[config.mk]
export PLATFORM = sky130hd
export DESIGN_NAME = adc_scan_controller
export DESIGN_NICKNAME = d
export VERILOG_FILES = /design/src/rtl/adc_scan_controller.sv
export SDC_FILE = /design/constraint.sdc
export NUM_CORES = 1
export LEC_CHECK = 0
export CORE_ASPECT_RATIO = 0.6
export CORE_MARGIN = 2
export CORE_UTILIZATION = 45
export CTS_BUF_LIST = sky130_fd_sc_hd__clkbuf_8
export CTS_CLUSTER_SIZE = 20
export DETAILED_ROUTE_END_ITERATION = 8
export PLACE_DENSITY = 0.67
export SLEW_MARGIN = 20
export SYNTH_ARGS = -nofsm -noshare
export SYNTH_HDL_FRONTEND = slang
export SYNTH_SLANG_ARGS = --single-unit
[constraint.sdc]
create_clock -name clk -period 3.15 [get_ports clk]
set_clock_uncertainty 0.1 [all_clocks]
set_input_delay 0.63 -clock clk [delete_from_list [all_inputs] [get_ports clk]]
set_output_delay 0.63 -clock clk [all_outputs]
set_load 0.005 [all_outputs]
[src/rtl/adc_scan_controller.sv]
// rtl/adc_scan_controller.sv - Round-robin ADC scan sequencer with debounced over/under-voltage supervision
//
// Walks the enabled channels, runs a start/done handshake with the shared ADC for each one,
// classifies each result against fixed thresholds and debounces it into per-channel flags.
//
// Ports:
//   clk            in   system clock, rising edge
//   reset          in   asynchronous active-low reset
//   enable         in   scanning enabled
//   chan_mask      in   per-channel enable, bit i = channel i
//   adc_start      out  one-cycle conversion request
//   adc_chan       out  channel being converted
//   adc_done       in   conversion complete, adc_data valid in the same cycle
//   adc_data       in   conversion result
//   sample_valid   out  one-cycle pulse, sample_chan/sample_value valid
//   sample_chan    out  channel of the last evaluated sample
//   sample_value   out  last evaluated sample
//   over_voltage   out  debounced over-voltage flag per channel
//   under_voltage  out  debounced under-voltage flag per channel
//   fault_any      out  OR of all over/under flags
//   scan_done      out  one-cycle pulse at the end of each scan
//   timeout_err    out  sticky conversion-timeout flag
module adc_scan_controller #(
  parameter int ADC_WIDTH       = 12,
  parameter int NUM_CH          = 4,
  parameter int CH_BITS         = 2,
  parameter int UPPER_THRESHOLD = 3000,
  parameter int LOWER_THRESHOLD = 1000,
  parameter int DEBOUNCE        = 3,
  parameter int SCAN_INTERVAL   = 100,
  parameter int TIMEOUT         = 64
) (
  input  logic                 clk,
  input  logic                 reset,
  input  logic                 enable,
  input  logic [NUM_CH-1:0]    chan_mask,
  output logic                 adc_start,
  output logic [CH_BITS-1:0]   adc_chan,
  input  logic                 adc_done,
  input  logic [ADC_WIDTH-1:0] adc_data,
  output logic                 sample_valid,
  output logic [CH_BITS-1:0]   sample_chan,
  output logic [ADC_WIDTH-1:0] sample_value,
  output logic [NUM_CH-1:0]    over_voltage,
  output logic [NUM_CH-1:0]    under_voltage,
  output logic                 fault_any,
  output logic                 scan_done,
  output logic                 timeout_err
);

  localparam int CNT_W  = $clog2(DEBOUNCE + 1);
  localparam int TO_W   = $clog2(TIMEOUT + 1);
  localparam int WAIT_W = $clog2(SCAN_INTERVAL + 1);

  typedef enum logic [2:0] {
    S_IDLE, S_SELECT, S_START, S_CONVERT, S_EVAL, S_WAIT
  } state_t;

  state_t r_state, w_next;

  logic [CH_BITS-1:0]   r_ptr;
  logic [CH_BITS-1:0]   r_chan;
  logic [NUM_CH-1:0]    r_mask;
  logic [TO_W-1:0]      r_tcnt;
  logic [WAIT_W-1:0]    r_wait_cnt;
  logic                 r_timed_out;
  logic [ADC_WIDTH-1:0] r_data;
  logic                 r_sample_valid;
  logic [CH_BITS-1:0]   r_sample_chan;
  logic [ADC_WIDTH-1:0] r_sample_value;
  logic [NUM_CH-1:0]    r_over_flag;
  logic [NUM_CH-1:0]    r_under_flag;
  logic                 r_scan_done;
  logic                 r_timeout_err;
  logic [CNT_W-1:0]     r_over_cnt  [NUM_CH];
  logic [CNT_W-1:0]     r_under_cnt [NUM_CH];
  logic [CNT_W-1:0]     r_ok_cnt    [NUM_CH];

  logic                 w_sel_found;
  logic [CH_BITS-1:0]   w_sel_chan;
  logic                 w_more;
  logic                 w_to_expire;
  logic                 w_eval_upd;
  logic                 w_is_over;
  logic                 w_is_under;
  logic                 w_is_ok;
  logic                 w_adc_start;
  logic                 w_upd       [NUM_CH];
  logic [CNT_W-1:0]     w_over_nxt  [NUM_CH];
  logic [CNT_W-1:0]     w_under_nxt [NUM_CH];
  logic [CNT_W-1:0]     w_ok_nxt    [NUM_CH];

  function automatic logic [CNT_W-1:0] sat_inc(input logic [CNT_W-1:0] c);
    if (c == CNT_W'(DEBOUNCE)) return c;
    return c + CNT_W'(1);
  endfunction

  // Lowest live-mask channel at or above the pointer; iterating downward leaves the lowest hit.
  always_comb begin
    w_sel_found = 1'b0;
    w_sel_chan  = '0;
    for (int i = NUM_CH - 1; i >= 0; i--) begin
      if (chan_mask[i] && (i >= int'(r_ptr))) begin
        w_sel_found = 1'b1;
        w_sel_chan  = CH_BITS'(i);
      end
    end
  end

  // "Another channel above" uses the mask captured at SELECT, so mid-conversion mask edits wait.
  always_comb begin
    w_more = 1'b0;
    for (int i = 0; i < NUM_CH; i++) begin
      if (r_mask[i] && (i > int'(r_chan))) w_more = 1'b1;
    end
  end

  assign w_to_expire = (r_state == S_CONVERT) && !adc_done && (r_tcnt == TO_W'(TIMEOUT - 1));
  assign w_eval_upd  = (r_state == S_EVAL) && !r_timed_out;
  assign w_is_over   = r_data > ADC_WIDTH'(UPPER_THRESHOLD);
  assign w_is_under  = r_data < ADC_WIDTH'(LOWER_THRESHOLD);
  assign w_is_ok     = !w_is_over && !w_is_under;

  always_comb begin
    for (int i = 0; i < NUM_CH; i++) begin
      w_upd[i]       = w_eval_upd && (r_chan == CH_BITS'(i));
      w_over_nxt[i]  = w_is_over  ? sat_inc(r_over_cnt[i])  : '0;
      w_under_nxt[i] = w_is_under ? sat_inc(r_under_cnt[i]) : '0;
      w_ok_nxt[i]    = w_is_ok    ? sat_inc(r_ok_cnt[i])    : '0;
    end
  end

  // State register
  always_ff @(posedge clk or negedge reset) begin
    if (!reset) r_state <= S_IDLE;
    else        r_state <= w_next;
  end

  // Next-state logic; a conversion in flight always runs through EVAL before honouring enable=0.
  always_comb begin
    w_next = r_state;
    case (r_state)
      S_IDLE:    if (enable && (chan_mask != '0)) w_next = S_SELECT;
      S_SELECT:  if (!enable)         w_next = S_IDLE;
                 else if (w_sel_found) w_next = S_START;
                 else                  w_next = S_WAIT;
      S_START:   w_next = S_CONVERT;
      S_CONVERT: if (adc_done || w_to_expire) w_next = S_EVAL;
      S_EVAL:    if (!enable)   w_next = S_IDLE;
                 else if (w_more) w_next = S_SELECT;
                 else             w_next = S_WAIT;
      S_WAIT:    if (!enable)   w_next = S_IDLE;
                 else if (r_wait_cnt == WAIT_W'(SCAN_INTERVAL)) w_next = S_SELECT;
      default:   w_next = S_IDLE;
    endcase
  end

  // Output decode
  always_comb begin
    w_adc_start = 1'b0;
    if (r_state == S_START) w_adc_start = 1'b1;
  end

  always_ff @(posedge clk or negedge reset) begin
    if (!reset) begin
      r_ptr          <= '0;
      r_chan         <= '0;
      r_mask         <= '0;
      r_tcnt         <= '0;
      r_wait_cnt     <= '0;
      r_timed_out    <= 1'b0;
      r_data         <= '0;
      r_sample_valid <= 1'b0;
      r_sample_chan  <= '0;
      r_sample_value <= '0;
      r_scan_done    <= 1'b0;
      r_timeout_err  <= 1'b0;
    end else begin
      if (r_state == S_IDLE || r_state == S_WAIT) r_ptr <= '0;
      if (r_state == S_EVAL && w_more)            r_ptr <= r_chan + CH_BITS'(1);
      if (r_state == S_IDLE || r_state == S_SELECT) r_mask <= chan_mask;
      if (r_state == S_SELECT && w_sel_found)       r_chan <= w_sel_chan;

      if (r_state == S_START)        r_tcnt <= '0;
      else if (r_state == S_CONVERT) r_tcnt <= r_tcnt + TO_W'(1);

      if (r_state == S_WAIT) r_wait_cnt <= r_wait_cnt + WAIT_W'(1);
      else                   r_wait_cnt <= '0;

      if (r_state == S_CONVERT) begin
        if (adc_done) begin
          r_data      <= adc_data;
          r_timed_out <= 1'b0;
        end else if (w_to_expire) begin
          r_timed_out <= 1'b1;
        end
      end
      if (w_to_expire) r_timeout_err <= 1'b1;

      r_sample_valid <= w_eval_upd;
      if (w_eval_upd) begin
        r_sample_chan  <= r_chan;
        r_sample_value <= r_data;
      end
      r_scan_done <= ((r_state == S_SELECT) && enable && !w_sel_found) ||
                     ((r_state == S_EVAL) && !w_more);
    end
  end

  // Debounce counters and flags; the class counters are mutually exclusive so only one flag rule fires.
  always_ff @(posedge clk or negedge reset) begin
    if (!reset) begin
      r_over_flag  <= '0;
      r_under_flag <= '0;
      for (int i = 0; i < NUM_CH; i++) begin
        r_over_cnt[i]  <= '0;
        r_under_cnt[i] <= '0;
        r_ok_cnt[i]    <= '0;
      end
    end else begin
      for (int i = 0; i < NUM_CH; i++) begin
        if (w_upd[i]) begin
          r_over_cnt[i]  <= w_over_nxt[i];
          r_under_cnt[i] <= w_under_nxt[i];
          r_ok_cnt[i]    <= w_ok_nxt[i];
          if (w_over_nxt[i] == CNT_W'(DEBOUNCE)) begin
            r_over_flag[i]  <= 1'b1;
            r_under_flag[i] <= 1'b0;
          end else if (w_under_nxt[i] == CNT_W'(DEBOUNCE)) begin
            r_over_flag[i]  <= 1'b0;
            r_under_flag[i] <= 1'b1;
          end else if (w_ok_nxt[i] == CNT_W'(DEBOUNCE)) begin
            r_over_flag[i]  <= 1'b0;
            r_under_flag[i] <= 1'b0;
          end
        end
      end
    end
  end

  assign adc_start     = w_adc_start;
  assign adc_chan      = r_chan;
  assign sample_valid  = r_sample_valid;
  assign sample_chan   = r_sample_chan;
  assign sample_value  = r_sample_value;
  assign over_voltage  = r_over_flag;
  assign under_voltage = r_under_flag;
  assign fault_any     = |{r_over_flag, r_under_flag};
  assign scan_done     = r_scan_done;
  assign timeout_err   = r_timeout_err;

endmodule

==> results of run 1 <==
-- registers in the layout, summed over array words and instances (netlist names) --
signal,cells
r_wait_cnt,7
scan_done,1
under_voltage,4
sample_valid,1
timeout_err,1
r_data,12
r_under_cnt,8
sample_chan,2
r_timed_out,1
r_mask,3
adc_chan,2
r_ptr,2
sample_value,12
r_over_cnt,8
r_state,3
over_voltage,4
r_tcnt,7
r_ok_cnt,8
-- synth_stat cells (4+ instances only) --
master	instances	share of area (%)
nor2b_1	5	0.78
clkbuf_1	8	0.75
o21ai_0	34	4.3
nor2_1	22	2.1
mux2_2	29	8.2
nand2_1	33	3.1
a2bb2oi_1	4	0.88
and2_1	5	0.78
o21a_1	5	0.94
dfrtp_1	86	54
nor3_1	7	0.88
inv_1	19	1.8
nand3_1	16	2.0
a21oi_1	41	5.1
buf_2	5	0.63
ha_1	7	2.2
o31ai_1	4	0.75
-- layer usage --
metal	share of wire, %	up-vias	routed length, microns
met2	43	84	3910
met3	5.8	8	530
met5	0	-	0
met1	50	1487	4590
met4	0.83	0	76
li1	-	1455	-
-- final timing paths --
kind                              from              end  cells after the start
max in group asynchronous        reset  over_voltage[3]                      2
setup / recovery            r_state[2]        adc_start                      4
setup reg to reg            r_state[0]        r_data[7]                      5
hold / removal                   reset  sample_value[2]                      1
hold reg to reg            timeout_err      timeout_err                      1
min in group clk           timeout_err      timeout_err                      1
-- kinds of logic (layout without fill, tap and decap cells) --
logic type | count (synthesis) | after routing | synth area share (%)
AOI/OAI and AO/OA | 108 | 108 | 16.7
xor gates and xnor gates | 5 | 5 | 1.10
adders and majority gates | 7 | 7 | 2.20
buffers and inverters | 34 | 88 | 3.54
muxes | 31 | 31 | 8.69
and+or+nand+nor | 109 | 109 | 13.8
DFF | 86 | 86 | 54.0
-- power groups by stage --
stage | clock, mW | combinational, mW | sequential, mW
after global placement | 0 | 1.34 | 1.79
after detailed placement | 0 | 1.37 | 1.81
after floorplan | 0 | 0.906 | 1.68
final | 0.899 | 1.37 | 1.79
after CTS | 0.919 | 1.37 | 1.79
after global routing | 0.970 | 1.53 | 1.85
-- final cells by class --
cell class | instances | area, sq um | area share (%)
repair buffers | 53 | 528 | 10.9
inverters | 19 | 71.3 | 1.48
well taps | 112 | 140 | 2.90
clock inverters | 4 | 68.8 | 1.43
clock buffers | 12 | 165 | 3.42
flip-flops and latches | 86 | 2150 | 44.6
multi-input cells | 260 | 1700 | 35.2
-- metrics by stage --
step,utilization [%],cell area (sq um),instances,setup slack (ns)
finish,56.4,4830,546,0.562
global route,56.4,4830,546,0.470
CTS,56.4,4830,546,0.547
detailed placement,53.7,4590,530,0.960
global placement,53.7,4590,530,1.00
floorplan,-,3990,380,1.29
==> impl_metrics.yaml, run 1 <==
outcome:
  status: "complete, no violations"
timing:
  tightestPinTransition_ns: 0.641
  rsz0062_at_grt: "no"
  period_share_pct: 82.2
  relSlewSlack_pct: 57.3
  finalHoldViolCount: 0
  slew_viol_final: 0
  fin_crit_ns: 2.59
  setup_viol: 0
  hold_ws_ns: 0.164
  tns_ns: 0
  clock.fmax_ghz: 0.386
cells_and_area:
  fin_nets: 456
  filler_cell_count: 770
  antenna_cells: 0
  final_layout_size_suffix_gt1_share_pct: 12.9
  final_common_cell: "dfrtp_1"
  syn2layout_area_growth_pct: 21.0
  final_cell_mix: "dfrtp_1 (86), clkdlybuf4s50_1 (47), a21oi_1 (41)"
run:
  drv_cap: 0
placement:
  port_buffers: 48
  dp_hpwl_microns: 6440
  gp_congestion: 0.874
logic_synthesis:
  syn_area_sq_um: 3990
  ys_seq_area_share_pct: 54.0
  netlist-cell-type-count: 50
  yosysWarningCount: 0
  syn_inst: 380
  synth_edf_count: 0
  synth_area_per_cell_sq_um: 10.5
  synthArstFlopShare_pct: 100
  syn-num-nets: 407
  ys_ff_latch: 86
  synth_flop_cell: "dfrtp_1"
detailed_routing:
  num_vias: 3034
  drtAntennaViolNets: 0
  drt_first_pass_iters: 4
  dr.first_iter.drc_count: 189
  wire_per_inst_microns: 16.7
  viasPerCell: 5.56
  finalWirelength_microns: 9100
  drcViolationCount: 0
worst_setup_path:
  cp_max_fo: 14
  crit_type: "reg -> out"
  cp.arrival_ns: 1.86
  start_kind: "flip-flop"
  slowest_delay_ns: 0.51
  required_ns: 2.42
  crit_chain: "nand2b_1 -> buf_4 -> nor2_1 -> clkdlybuf4s50_1"
  crit_path_end_kind: "output port"
  path_buf_inv: 2
  critPathSlowestCell: "dfrtp_1"
  reg2reg_slack_ns: 0.97
  critical-path-top-delay-family: "buffers and inverters"
grt:
  gr-usage-met2_pct: 28.1
  overflow: 0
  use_met3_pct: 6.21
  first_global_vias: 2912
  gr-usage-met1_pct: 30.8
  grt_pass1_wl_microns: 15300
  grt_antenna_before_repair: 0
  busiest_layer: "met1"
  grt.total_usage_pct: 20.3
  grt_max_degree: 49
floorplan:
  io_pins: 49
  die_width_microns: 126
  rows: 26
  start_util_pct: 46.6
  die_area_sq_um: 9660
  die_h_microns: 76.9
  core_area_sq_um: 8560
clock_network:
  cts_tree: "built"
  htreeDepth: 3
  clk-insertion-delay-late_ns: 0.37
  hold_buffers: 0
  clk_pin_slew_ns: 0.08
  ctsResizeCount: 0
  clockBufferDepth: 2
  cts_buffers: 9
  clock-sinks: 86
  cts_root_buf: "clkbuf_8"
  post_cts.repair.setup_buffers: 0
power:
  p_leak_nw: 2.10
  power_switching_mw: 1.43
  combPwrFrac_pct: 33.7
  p_sw_share_pct: 35.3
  p_total_mw: 4.06
  share_clk_of_total_power_pct: 22.1
  peakVddDrop_uv: 422
  p_per_area_nw_per_um2: 842
  p_int_mw: 2.63
  power.share.sequential_pct: 44.2
worst_hold_path:
  hold_path.class: "in -> async"
(Power assumes the default switching activity.)
==> inputs of run 2 (changes only) <==
PLACE_DENSITY = 0.69   (was 0.67)
clock period = 2.35 ns   (was 3.15 ns; I/O delays follow)
==> run 2 against run 1 <==
  * Die area is the same
  * Sequential cell count unchanged
  * Total power is 31% higher
  * Critical path depth fell by 1
  * Clock power increased by 8.8%
==> impl_metrics.yaml, run 2 (synthesized netlist as in run 1, its figures left out) <==
outcome:
  status: "complete, no violations"
clock_network:
  clk-insertion-delay-late_ns: 0.37
  cts_buffers: 9
  cts_root_buf: "clkbuf_8"
  cts_tree: "built"
  clk_pin_slew_ns: 0.08
  ctsResizeCount: 0
  clock-sinks: 86
  htreeDepth: 3
  clockBufferDepth: 2
cells_and_area:
  fin_nets: 464
  regArea_sq_um: 2150
  multiInputGateArea_sq_um: 1700
  final_layout_size_suffix_gt1_share_pct: 13.1
  final_common_cell: "dfrtp_1"
  filler_cell_count: 737
  syn2layout_area_growth_pct: 21.1
  antenna_cells: 0
  final_area_sq_um: 4830
  final_cell_mix: "dfrtp_1 (86), clkdlybuf4s50_1 (47), a21oi_1 (41)"
run:
  drv_cap: 0
floorplan:
  io_pins: 49
  die_h_microns: 76.9
  core_area_sq_um: 8560
  start_util_pct: 46.6
  die_width_microns: 126
  die_area_sq_um: 9660
  rows: 26
power:
  peakVddDrop_uv: 460
  p_total_mw: 5.31
  p_leak_nw: 2.12
  share_clk_of_total_power_pct: 18.4
  p_int_mw: 3.37
  power.share.sequential_pct: 45.2
  p_sw_share_pct: 36.5
  combPwrFrac_pct: 36.4
  power_switching_mw: 1.94
  p_per_area_nw_per_um2: 1100
worst_setup_path:
  crit_type: "reg -> out"
  start_kind: "flip-flop"
  critical-path-top-delay-family: "buffers and inverters"
  critPathSlowestCell: "clkdlybuf4s50_1"
  crit_chain: "nand2b_1 -> nor2_1 -> clkdlybuf4s50_1"
  required_ns: 1.78
  slowest_delay_ns: 0.52
  crit_path_end_kind: "output port"
  cp.arrival_ns: 1.68
  cp_max_fo: 11
  path_buf_inv: 1
detailed_routing:
  finalWirelength_microns: 9110
  num_vias: 3062
  drtAntennaViolNets: 0
  wire_per_inst_microns: 16.4
  drcViolationCount: 0
  viasPerCell: 5.53
  dr.first_iter.drc_count: 262
  drt_first_pass_iters: 5
placement:
  dp_hpwl_microns: 6480
  gp_congestion: 0.872
  port_buffers: 48
  placed_cell_area_sq_um: 4640
  place_ws_ns: 0.336
grt:
  use_met3_pct: 6.00
  grt_antenna_before_repair: 0
  grt_max_degree: 60
  grt.total_usage_pct: 20.2
  busiest_layer: "met1"
  gr-usage-met2_pct: 28.7
  overflow: 0
  grt_pass1_wl_microns: 15100
  gr-usage-met1_pct: 29.9
  first_global_vias: 2947
timing:
  setup_viol: 0
  rsz0062_at_grt: "no"
  period_share_pct: 95.6
  clock.fmax_ghz: 0.445
  tns_ns: 0
  slew_viol_final: 0
  tightestPinTransition_ns: 0.547
  finalHoldViolCount: 0
  setup_ws_ns: 0.103
  fin_crit_ns: 2.25
  relSlewSlack_pct: 63.5
worst_hold_path:
  hold_path.class: "reg -> reg"
-- run 2: cell types whose count changed in the layout (fill, tap and decap cells not counted), sizes merged --
cell	previous run	this run
inv	20	25
clkbuf	12	9
clkinv	1	0
dlygate4sd3	0	1
buf	6	13
bufinv	2	1
-- run 2: worst paths after layout --
| path | endpoint | cells after the start | startpoint | slack (ns) |
|---|---|---|---|---|
| setup / recovery | adc_start | 3 | r_state[2] | 0.10 |
| hold / removal | timeout_err | 1 | timeout_err | 0.37 |
| setup reg to reg | r_state[2] | 7 | adc_chan[0] | 0.29 |
| hold reg to reg | timeout_err | 1 | timeout_err | 0.37 |
| max in group asynchronous | r_tcnt[6] | 3 | reset | 1.05 |
| min in group asynchronous | sample_value[3] | 2 | reset | 0.46 |
-- run 2: worst register-to-register path, cell delays in order, from the launching register on --
cell	delay [ns]
dfrtp_1	0.45
inv_1	0.13
ha_1	0.26
nor2_1	0.07
a221oi_1	0.51
and3b_1	0.25
a311oi_1	0.05
o21ai_0	0.17
-- run 2: final cells by class --
cell class / instances / area share [%]
sequential: 86 / 44.5
multi-input combinational: 260 / 35.2
timing repair buffer: 61 / 12.2
tap: 112 / 2.90
clock buffer: 9 / 2.56
inverter: 19 / 1.48
clock inverter: 7 / 1.09
-- run 2: per-stage QoR --
| stage | utilization (%) | hold WS, ns | instances |
|---|---|---|---|
| detailed placement | 54.3 | 0.311 | 537 |
| CTS | 56.5 | 0.378 | 554 |
| finish | 56.5 | 0.375 | 554 |
| floorplan | - | 0.0744 | 380 |
| global route | 56.5 | 0.420 | 554 |
| global placement | 54.3 | 0.309 | 537 |
-- run 2: timing repair --
action | 4_1_cts | 5_1_grt
endpoints found under the setup margin | 0 | 0
setup buffers | 0 | 0
hold buffers | 1 | 0
endpoints found under the hold margin | 27 | 0
-- run 2: power by group through the flow --
stage                     Combinational (mW)  Sequential [mW]  Clock [mW]
after detailed placement                1.92             2.41           0
after global placement                  1.89             2.40           0
after floorplan                         1.21             2.25           0
after global routing                    2.14             2.47        1.06
final                                   1.93             2.40       0.978
after CTS                               1.94             2.39       0.997
-- run 2: per-layer routing --
layer,wire [microns],vias up,part of all wire [%]
met5,0,-,0
met4,88,0,0.97
met3,728,9,8.0
met2,3860,132,42
met1,4440,1445,49
li1,-,1476,-
